## src/rtl/r_channel.sv

```systemverilog
// OBI R-channel response generator: tracks accepted A-channel transactions and returns
// controller results in order. Optional macro R_CHANNEL_RREADY_EN enables rready back-pressure.
module r_channel #(
    parameter int unsigned DATA_WIDTH = 32,
    parameter int unsigned DEPTH      = 2
) (
    input  logic                  clk,
    input  logic                  rst_n,
    input  logic                  a_accept,
    input  logic                  a_we,
    input  logic                  ctrl_done,
    input  logic [DATA_WIDTH-1:0] ctrl_rdata,
    input  logic                  ctrl_err,
    input  logic                  rready,
    output logic                  internal_gnt,
    output logic                  rvalid,
    output logic [DATA_WIDTH-1:0] rdata,
    output logic                  err,
    output logic                  protocol_err
);

    localparam int unsigned PW = (DEPTH > 1) ? $clog2(DEPTH) : 1;
    localparam int unsigned CW = $clog2(DEPTH + 1);

    typedef logic [PW-1:0] ptr_t;
    typedef logic [CW-1:0] cnt_t;

    // Explicit wrap so non-power-of-2 depths never index past the last entry.
    function automatic ptr_t ptr_inc(input ptr_t p);
        return (p == ptr_t'(DEPTH - 1)) ? '0 : p + ptr_t'(1);
    endfunction

    logic [DEPTH-1:0]    type_mem_q;
    ptr_t                type_wptr_q, type_wptr_d;
    ptr_t                type_rptr_q, type_rptr_d;
    cnt_t                type_cnt_q,  type_cnt_d;

    logic [DATA_WIDTH:0] resp_mem_q [DEPTH];
    ptr_t                resp_wptr_q, resp_wptr_d;
    ptr_t                resp_rptr_q, resp_rptr_d;
    cnt_t                resp_cnt_q,  resp_cnt_d;

    cnt_t                out_cnt_q,   out_cnt_d;
    logic                perr_q,      perr_d;

    logic                acc;
    logic                done_ok;
    logic                rready_eff;
    logic                pop;
    logic                type_head;
    logic [DATA_WIDTH-1:0] resp_data;
    logic [DATA_WIDTH:0] resp_head;

`ifdef R_CHANNEL_RREADY_EN
    assign rready_eff = rready;
`else
    logic unused_rready;
    assign unused_rready = rready;
    assign rready_eff    = 1'b1;
`endif

    assign internal_gnt = (out_cnt_q < cnt_t'(DEPTH));
    assign rvalid       = (resp_cnt_q != '0);
    assign resp_head    = resp_mem_q[resp_rptr_q];
    assign rdata        = rvalid ? resp_head[DATA_WIDTH:1] : '0;
    assign err          = rvalid ? resp_head[0] : 1'b0;
    assign protocol_err = perr_q;

    // Accepts beyond the grant are upstream violations and are dropped here.
    assign acc       = a_accept & internal_gnt;
    assign done_ok   = ctrl_done & (type_cnt_q != '0);
    assign pop       = rvalid & rready_eff;
    assign type_head = type_mem_q[type_rptr_q];
    assign resp_data = type_head ? '0 : ctrl_rdata;

    always_comb begin
        type_wptr_d = type_wptr_q;
        type_rptr_d = type_rptr_q;
        type_cnt_d  = type_cnt_q;
        if (acc) begin
            type_wptr_d = ptr_inc(type_wptr_q);
        end
        if (done_ok) begin
            type_rptr_d = ptr_inc(type_rptr_q);
        end
        case ({acc, done_ok})
            2'b10:   type_cnt_d = type_cnt_q + cnt_t'(1);
            2'b01:   type_cnt_d = type_cnt_q - cnt_t'(1);
            default: type_cnt_d = type_cnt_q;
        endcase
    end

    always_comb begin
        resp_wptr_d = resp_wptr_q;
        resp_rptr_d = resp_rptr_q;
        resp_cnt_d  = resp_cnt_q;
        if (done_ok) begin
            resp_wptr_d = ptr_inc(resp_wptr_q);
        end
        if (pop) begin
            resp_rptr_d = ptr_inc(resp_rptr_q);
        end
        case ({done_ok, pop})
            2'b10:   resp_cnt_d = resp_cnt_q + cnt_t'(1);
            2'b01:   resp_cnt_d = resp_cnt_q - cnt_t'(1);
            default: resp_cnt_d = resp_cnt_q;
        endcase
    end

    always_comb begin
        out_cnt_d = out_cnt_q;
        case ({acc, pop})
            2'b10:   out_cnt_d = out_cnt_q + cnt_t'(1);
            2'b01:   out_cnt_d = out_cnt_q - cnt_t'(1);
            default: out_cnt_d = out_cnt_q;
        endcase
        perr_d = perr_q | (ctrl_done & (type_cnt_q == '0));
    end

    always_ff @(posedge clk or negedge rst_n) begin
        if (!rst_n) begin
            type_wptr_q <= '0;
            type_rptr_q <= '0;
            type_cnt_q  <= '0;
            resp_wptr_q <= '0;
            resp_rptr_q <= '0;
            resp_cnt_q  <= '0;
            out_cnt_q   <= '0;
            perr_q      <= 1'b0;
        end else begin
            type_wptr_q <= type_wptr_d;
            type_rptr_q <= type_rptr_d;
            type_cnt_q  <= type_cnt_d;
            resp_wptr_q <= resp_wptr_d;
            resp_rptr_q <= resp_rptr_d;
            resp_cnt_q  <= resp_cnt_d;
            out_cnt_q   <= out_cnt_d;
            perr_q      <= perr_d;
        end
    end

    // Storage arrays need no reset: entries are only read while their count is non-zero.
    always_ff @(posedge clk) begin
        if (acc) begin
            type_mem_q[type_wptr_q] <= a_we;
        end
        if (done_ok) begin
            resp_mem_q[resp_wptr_q] <= {resp_data, ctrl_err};
        end
    end

endmodule

```

## config.mk

```make
export PLATFORM = sky130hd
export DESIGN_NAME = r_channel
export DESIGN_NICKNAME = d
export VERILOG_FILES = /design/src/rtl/r_channel.sv
export SDC_FILE = /design/constraint.sdc
export NUM_CORES = 1
export LEC_CHECK = 0
export CAP_MARGIN = 40
export CORE_ASPECT_RATIO = 0.8
export CORE_UTILIZATION = 45
export CTS_BUF_LIST = sky130_fd_sc_hd__clkbuf_4 sky130_fd_sc_hd__clkbuf_8 sky130_fd_sc_hd__clkbuf_16
export DETAILED_ROUTE_END_ITERATION = 12
export GPL_TIMING_DRIVEN = 0
export PLACE_DENSITY = 0.83
export SYNTH_ARGS = -nofsm -noshare
export SYNTH_HDL_FRONTEND = slang
export SYNTH_SLANG_ARGS = --single-unit
```

## constraint.sdc

```tcl
create_clock -name clk -period 2.8 [get_ports clk]
set_clock_uncertainty 0.2 [all_clocks]
set_input_delay 0.7 -clock clk [delete_from_list [all_inputs] [get_ports clk]]
set_output_delay 0.7 -clock clk [all_outputs]
set_load 0.05 [all_outputs]
```

# Word-level counts from Yosys, hierarchy flattened
# Memories as Yosys holds them, arrays and structs flattened.
# Index checks and enable logic that the tools add are counted.
[classes] n_bitwise=4 addsub=10 n_eq_ne=6 muxes=17 magnitude_cmp=4 n_reduce_logical=7
[ops] operator="2-to-1 mux 32 bit" count=2
[ops] operator="case mux 2 bit (2 select lines)" count=3
[ops] operator="2-to-1 mux 1 bit" count=10
[ops] operator="nonzero test 2 bit" count=5
[ops] operator="adder 2 x 1 -> 2 bit (second input constant)" count=3
[ops] operator="equality test 2 x 1 -> 1 bit (second input constant)" count=3
[ops] operator="equality test 2 bit (second input constant)" count=3
[ops] operator="subtractor 2 x 1 -> 2 bit (second input constant)" count=3
[ops] operator="adder 1 bit (second input constant)" count=4
[ops] operator="less-than comparator 1 x 2 -> 1 bit (second input constant)" count=2
[ops] operator="AND 1 bit" count=3
[ops] operator="bitwise mux 2 bit" count=1
[ops] operator="logical NOT 2 bit" count=1
[ops] operator="less-than comparator 2 bit (second input constant)" count=1
[ops] operator="demux 1 bit (select 1 bit)" count=1
[ops] operator="greater-or-equal comparator 1 bit (second input constant)" count=1
[ops] operator="logical AND 1 bit" count=1
[ops] operator="OR 1 bit" count=1
[word_totals] mem_bits_rw=66 inputBits=39 word_cells=58 regBits=13 memories=1 output_inout_bits=36
[mem_list] name="resp_mem_q" depth=2 width=33 rd=1 rd_ports_with_merged_regs=0 write_ports=1 line="38" text="logic [DATA_WIDTH:0] resp_mem_q [DEPTH];"

# Depth between registers and ports, before layout
# Gate-level depths: netlist of the first run.
[depth] ltp_word=5 depth_mapped=7 mapped_depth_nobuf=6

# Worst setup path before layout of the first run
# Ideal clock, no wire load.
[synth_path] kind="input port to flip-flop" from="input port ctrl_done" to="memory resp_mem_q[0][0] in the netlist's numbering, enable pin" path_stages=2 t_arrival_ns=2.205 setup_time_ns=0.423 t_required_ns=2.177 path_slack_ns=-0.028 n_path_buf=0 path_cell_list="o21ai_2 -> nor2_1"
[synth_between] elab_chain_cells=3
[synth_lines] item="start: declaration" line="11" text="input logic ctrl_done,"
[synth_lines] item="AND 1 bit" line="71" text="assign done_ok = ctrl_done & (type_cnt_q != '0);"
[synth_lines] item="2-to-1 mux 1 bit" line="147" text="if (done_ok) begin"
[synth_lines] item="2-to-1 mux 1 bit (implied by the code)" line="148" text="resp_mem_q[resp_wptr_q] <= {resp_data, ctrl_err};"
[synth_lines] item="end: declaration" line="38"
# No other way between the ends.

# Worst setup path in the final report of the first run
[layout_path] from="register resp_rptr_q" to="output port rdata[28]"
[layout_between] elab_chain_cells=2
[layout_lines] item="start: declaration" line="40" text="ptr_t resp_rptr_q, resp_rptr_d;"
[layout_lines] item="start signal: assignment" line="135" text="resp_rptr_q <= resp_rptr_d;"
[layout_lines] item="memory read (2 x 33 bit)"
[layout_lines] item="2-to-1 mux 32 bit" line="65" text="assign rdata = rvalid ? resp_head[DATA_WIDTH:1] : '0;"
[layout_lines] item="end: declaration" line="17" text="output logic [DATA_WIDTH-1:0] rdata,"
# No other way between the ends.

==> results of run 1 <==
flip-flops by register name, summed over array words and instances, names as in the netlist:
register,cells
protocol_err,1
resp_rptr_q,1
type_cnt_q,2
out_cnt_q,2
resp_wptr_q,1
type_wptr_q,1
type_rptr_q,1
resp_mem_q,66
type_mem_q,2
resp_cnt_q,2
layout make-up:
type	instances	area [sq um]	share of cell area, %
flip-flops and latches	79	2320	54.1
multi-input cells	129	891	20.8
repair buffers	75	664	15.5
clock buffers	11	139	3.24
well taps	87	109	2.54
plain buffers	11	82.6	1.93
clock inverters	5	58.8	1.37
inverters	5	18.8	0.438
critical path: cells and delay by family, from the launching register on:
family                 cells  cell delay, ps
AND/OR/NAND/NOR            1              90
multiplexers               1             130
buffers and inverters      3             880
flip-flops                 1             360
cells by family after synthesis:
logic type	count (synthesis)	synth area share, %
xor+xnor	9	2.40
mux	34	10.5
simple gates	80	12.2
fa+ha+maj	1	0.380
compound gates	5	1.03
buf+inv	16	3.08
flops	79	70.4
synth_stat cells, drive strengths merged:
cell type / n / area (sq um)
edfxtp: 68 / 2040
nor2: 40 / 153
mux2i: 34 / 344
and2: 33 / 206
dfrtp: 11 / 275
buf: 10 / 78.8
xnor2: 8 / 70.1
inv: 5 / 18.8
nor2b: 4 / 25.0
a21oi: 2 / 10.0
a21boi: 1 / 7.51
a21o: 1 / 7.51
and3: 1 / 6.26
clkbuf: 1 / 3.75
ha: 1 / 12.5
nand2b: 1 / 6.26
nor3: 1 / 5.00
o21ai: 1 / 8.76
xor2: 1 / 8.76
power by group:
part / internal, uW / switching [uW] / leakage [uW] / total, uW
Clock: 431 / 387 / 0.0000964 / 819
Combinational: 586 / 1020 / 0.000827 / 1600
Sequential: 1600 / 94.5 / 0.000764 / 1690
Total: 2610 / 1500 / 0.00169 / 4110
per-layer routing:
layer	global-route usage, %	wire length (microns)	vias to the layer above
met5	0	0	-
met2	28.0	2950	58
met4	7.35	108	0
met3	4.99	347	8
li1	-	-	951
met1	19.6	2440	909
what timing repair did:
action / in CTS / in global routing
gates resized for setup: 35 / 52
endpoints found under the hold margin: 0 / 0
hold buffers: 0 / 0
cloned: 0 / 0
endpoints found under the setup margin: 34 / 29
cell usage in the layout, fill, tap and decap left out, types with 2 or more instances in the layout:
| cell | n |
|---|---|
| a21oi_1 | 2 |
| and2_1 | 33 |
| buf_16 | 2 |
| buf_2 | 3 |
| buf_4 | 4 |
| buf_6 | 3 |
| clkbuf_2 | 23 |
| clkbuf_4 | 2 |
| clkbuf_8 | 9 |
| clkdlybuf4s15_1 | 6 |
| clkdlybuf4s50_1 | 39 |
| clkinvlp_4 | 2 |
| dfrtp_1 | 11 |
| dlygate4sd2_1 | 5 |
| edfxtp_1 | 68 |
| inv_1 | 5 |
| mux2i_1 | 33 |
| nor2_1 | 37 |
| nor2_4 | 3 |
| nor2b_1 | 4 |
| xnor2_1 | 8 |
final timing paths:
path / start / end / slack [ps] / cells past startpoint
max in group asynchronous: rst_n / resp_wptr_q / 1570 / 1
setup reg to reg: resp_cnt_q[1] / out_cnt_q[1] / 930 / 6
min in group asynchronous: rst_n / out_cnt_q[0] / 490 / 1
setup / recovery: resp_rptr_q / rdata[28] / 90 / 5
hold / removal: protocol_err / protocol_err / 260 / 1
hold reg to reg: protocol_err / protocol_err / 260 / 1
per-stage QoR:
stage | setup TNS (ps) | worst slack [ps]
floorplan | -1840 | -28.0
global placement | -93360 | -1420
detailed placement | 0 | 70.3
CTS | 0 | 5.39
global route | 0 | 5.69
finish | 0 | 93.1
==> results.toml, run 1 <==
[run_status]
status = "finished clean"

[worst_setup_path]
required_ps = 1900
worstPathArrival_ps = 1810
crit_path_max_fanout = 10
cp_slowest_cell = "clkdlybuf4s15_1"
cp-end-kind = "output pin"
crit_chain = "buf_4 -> buf_4 -> mux2i_1 -> nor2_1 -> clkdlybuf4s15_1"
critical_path.max_stage_delay_ps = 510
cp_common_cell = "buf_4"
crit_type = "flip-flop to output pin"
cp-start-kind = "flip-flop"

[routing]
first_iter_violations = 69
post_drt_wl_per_cell_microns = 14.6
viasPerCell = 4.79
vias = 1926
drc = 0
wl_microns = 5850
antenna_left = 0
dr.pass1.iters = 5

[global_route]
grt_max_degree = 19
grt_pass1_wl_microns = 9430
antenna_found_initial = 0
grt_usage_pct = 16.6
grt_pass1_vias = 1992
globalRouteOverflowTotal = 0

[pwr]
vdd_ir_drop_max_uv = 404
p_total_uw = 4110
power_density_nw_per_um2 = 961
power_leakage_uw = 0.00169

[timing]
fin_crit_sh_pct = 96.7
hold_viol = 0
setup_viol = 0
timing.slew.headroom_pct = 61.8
rsz0062_at_grt = "no"
drv_slew = 0
hold_ws_ps = 259
tightestPinTransition_ps = 572
period_needed_ps = 2710
max_freq_mhz = 369

[clocking]
clk_latency_ps = 340
post_cts.repair.setup_buffers = 0
clk_pin_slew_ps = 70
htreeDepth = 3
cts_root_buffer = "clkbuf_8"
cts_buffer_depth = 2
cts_tree = "yes"
clock_sinks = 79
cts_buffers = 9

[synthesis]
syn_nets = 264
synth_area_per_cell_sq_um = 14.7
yosys_register_bits = 79
synth_seq_area_share_pct = 70.4
syn_inst = 224
yosysUniqueCellTypes = 23
syn-cell-area_sq_um = 3290
yosysWarnings = 0

[floorplanning]
dieHeight_microns = 78.5
initial_core_util_pct = 47.3
ioPinCount = 75
rows = 27
die_area_sq_um = 7660
die_w_microns = 97.6
core_area_sq_um = 6960

[cells_and_area]
nFillCells = 558
final_util_pct = 61.5
layout.nets = 350
finalNonFillerCells = 402
final_area_sq_um = 4280
syn_to_final_growth_pct = 30.1
drive_gt1_share_pct = 17.8
antenna_cells = 0

[run]
cap_violations = 0

[placed_design]
place_inst = 386
gp_congestion = 0.697
placed_area_sq_um = 4200
dp_hpwl_microns = 4110
port_buffers = 73

[worst_hold_path]
hold_class = "flip-flop to flip-flop"
(Power assumes the default switching activity.)
==> run 2: changes to the inputs <==
--- a/config.mk
+++ b/config.mk
@@ -5,7 +5,6 @@
 export SDC_FILE = /design/constraint.sdc
 export NUM_CORES = 1
 export LEC_CHECK = 0
-export CAP_MARGIN = 40
 export CORE_ASPECT_RATIO = 0.8
 export CORE_UTILIZATION = 45
 export CTS_BUF_LIST = sky130_fd_sc_hd__clkbuf_4 sky130_fd_sc_hd__clkbuf_8 sky130_fd_sc_hd__clkbuf_16
==> run 2 against run 1 <==
Against the previous run:
- final area about the same
- sequential cell count unchanged
- wire length decreased by 0.41%
- largest cell class unchanged
- largest power group unchanged
- critical path type unchanged
- combinational power about the same
- sequential share of layout area about the same
- setup slack got worse by 1.3 ps
- fmax about the same
- non-clock buffer count unchanged
- first-iteration DRC count decreased by 19%
==> results.toml, run 2 (synthesized netlist as in run 1, its figures left out) <==
[run_status]
status = "finished clean"

[timing]
period_needed_ps = 2710
drv_slew = 0
hold_ws_ps = 263
timing.slew.headroom_pct = 62.8
setup_viol = 0
max_freq_mhz = 369
rsz0062_at_grt = "no"
tightestPinTransition_ps = 556
hold_viol = 0
fin_crit_sh_pct = 96.7

[placed_design]
placed_area_sq_um = 4190
dp_hpwl_microns = 4080
port_buffers = 73
place_inst = 386
gp_congestion = 0.697

[clocking]
cts_buffers = 9
clk_latency_ps = 340
post_cts.repair.setup_buffers = 0
clk_pin_slew_ps = 80
htreeDepth = 3
cts_buffer_depth = 2
clock_sinks = 79
cts_tree = "yes"
cts_root_buffer = "clkbuf_8"

[worst_setup_path]
crit_type = "flip-flop to output pin"
crit_path_max_fanout = 10
worstPathArrival_ps = 1810
cp-start-kind = "flip-flop"
crit_start = "resp_rptr_q"
cp-end-kind = "output pin"
required_ps = 1900
r2r_start = "resp_cnt_q[1]"

[routing]
antenna_left = 0
drc = 0
first_iter_violations = 56
viasPerCell = 4.79
vias = 1926
dr.pass1.iters = 4
wl_microns = 5830
post_drt_wl_per_cell_microns = 14.5

[cells_and_area]
final_common_cell = "edfxtp_1"
largest_reg_flops = 66
syn_to_final_growth_pct = 30.0
layout.nets = 350
nFillCells = 564
final_area_sq_um = 4280
drive_gt1_share_pct = 17.5
finalNonFillerCells = 402
regMostFlops = "resp_mem_q"
layout_common_cells = "edfxtp_1, clkdlybuf4s50_1, nor2_1"
antenna_cells = 0

[pwr]
p_total_uw = 4110
power_frac_seq_pct = 41.1
power_density_nw_per_um2 = 961
p_comb_share_pct = 38.9
power_frac_clock_pct = 20.0
power.switching_uw = 1500
p_int_uw = 2610
power.share.switching_pct = 36.5
vdd_ir_drop_max_uv = 408
power_leakage_uw = 0.00168

[worst_hold_path]
hold_class = "flip-flop to flip-flop"
worstHoldStart = "protocol_err"

[floorplanning]
ioPinCount = 75
initial_core_util_pct = 47.3
dieHeight_microns = 78.5
rows = 27
die_w_microns = 97.6
core_area_sq_um = 6960
die_area_sq_um = 7660

[global_route]
grt_usage_pct = 16.5
antenna_found_initial = 0
grt_max_degree = 30
grt_pass1_wl_microns = 9410
globalRouteOverflowTotal = 0
grt_pass1_vias = 1980

[run]
cap_violations = 0
[run 2: stage by stage]
| stage | setup WS [ps] | utilization [%] | TNS [ps] |
|---|---|---|---|
| after global routing | 0.366 | 61.5 | 0 |
| after detailed placement | 69.1 | 60.2 | 0 |
| after CTS | 16.3 | 62.5 | 0 |
| after floorplan | -28.0 | - | -1840 |
| after global placement | -1420 | 59.3 | -93360 |
| final | 91.8 | 61.5 | 0 |
[run 2: repair_timing]
item,4_1_cts,5_1_grt
hold buffers,0,0
cloned,0,0
resized for setup,35,51
setup endpoints to repair,34,29
[run 2: final cells by class]
class,instances,area (sq um),share of cell area (%)
buffer,11,82.6,1.93
clock buffer,11,139,3.25
clock inverter,5,58.8,1.37
inverter,5,18.8,0.439
multi-input combinational,129,891,20.8
sequential,79,2320,54.2
tap,87,109,2.54
timing repair buffer,75,662,15.5
[run 2: routing by layer]
layer  GRT usage, %  wire [microns]  up-vias
met4           6.76             120        0
met2           29.1            2940       51
met1           18.8            2470      914
met5              0               0        -
li1               -               -      950
met3           5.16             299       11
[run 2: worst max-delay path, stage by stage (launching register included)]
cell and delay (ps):
dfrtp_1 360, buf_4 170, buf_4 200, mux2i_1 120, nor2_1 100, clkdlybuf4s15_1 510
[run 2: final timing paths]
path / slack (ps) / endpoint / cells after the start
setup reg to reg: 940 / out_cnt_q[1] / 6
hold reg to reg: 260 / protocol_err / 1
min in group asynchronous: 480 / out_cnt_q[0] / 1
max in group asynchronous: 1590 / resp_wptr_q / 1
hold / removal: 260 / protocol_err / 1
setup / recovery: 90 / rdata[22] / 5
[run 2: power by group through the flow]
stage / Combinational, uW / Sequential (uW) / Clock (uW)
2_1_floorplan: 1190 / 1700 / 0
5_1_grt: 1720 / 1710 / 904
6_report: 1600 / 1690 / 823
4_1_cts: 1640 / 1690 / 840
3_5_place_dp: 1710 / 1720 / 0
3_3_place_gp: 1630 / 1710 / 0
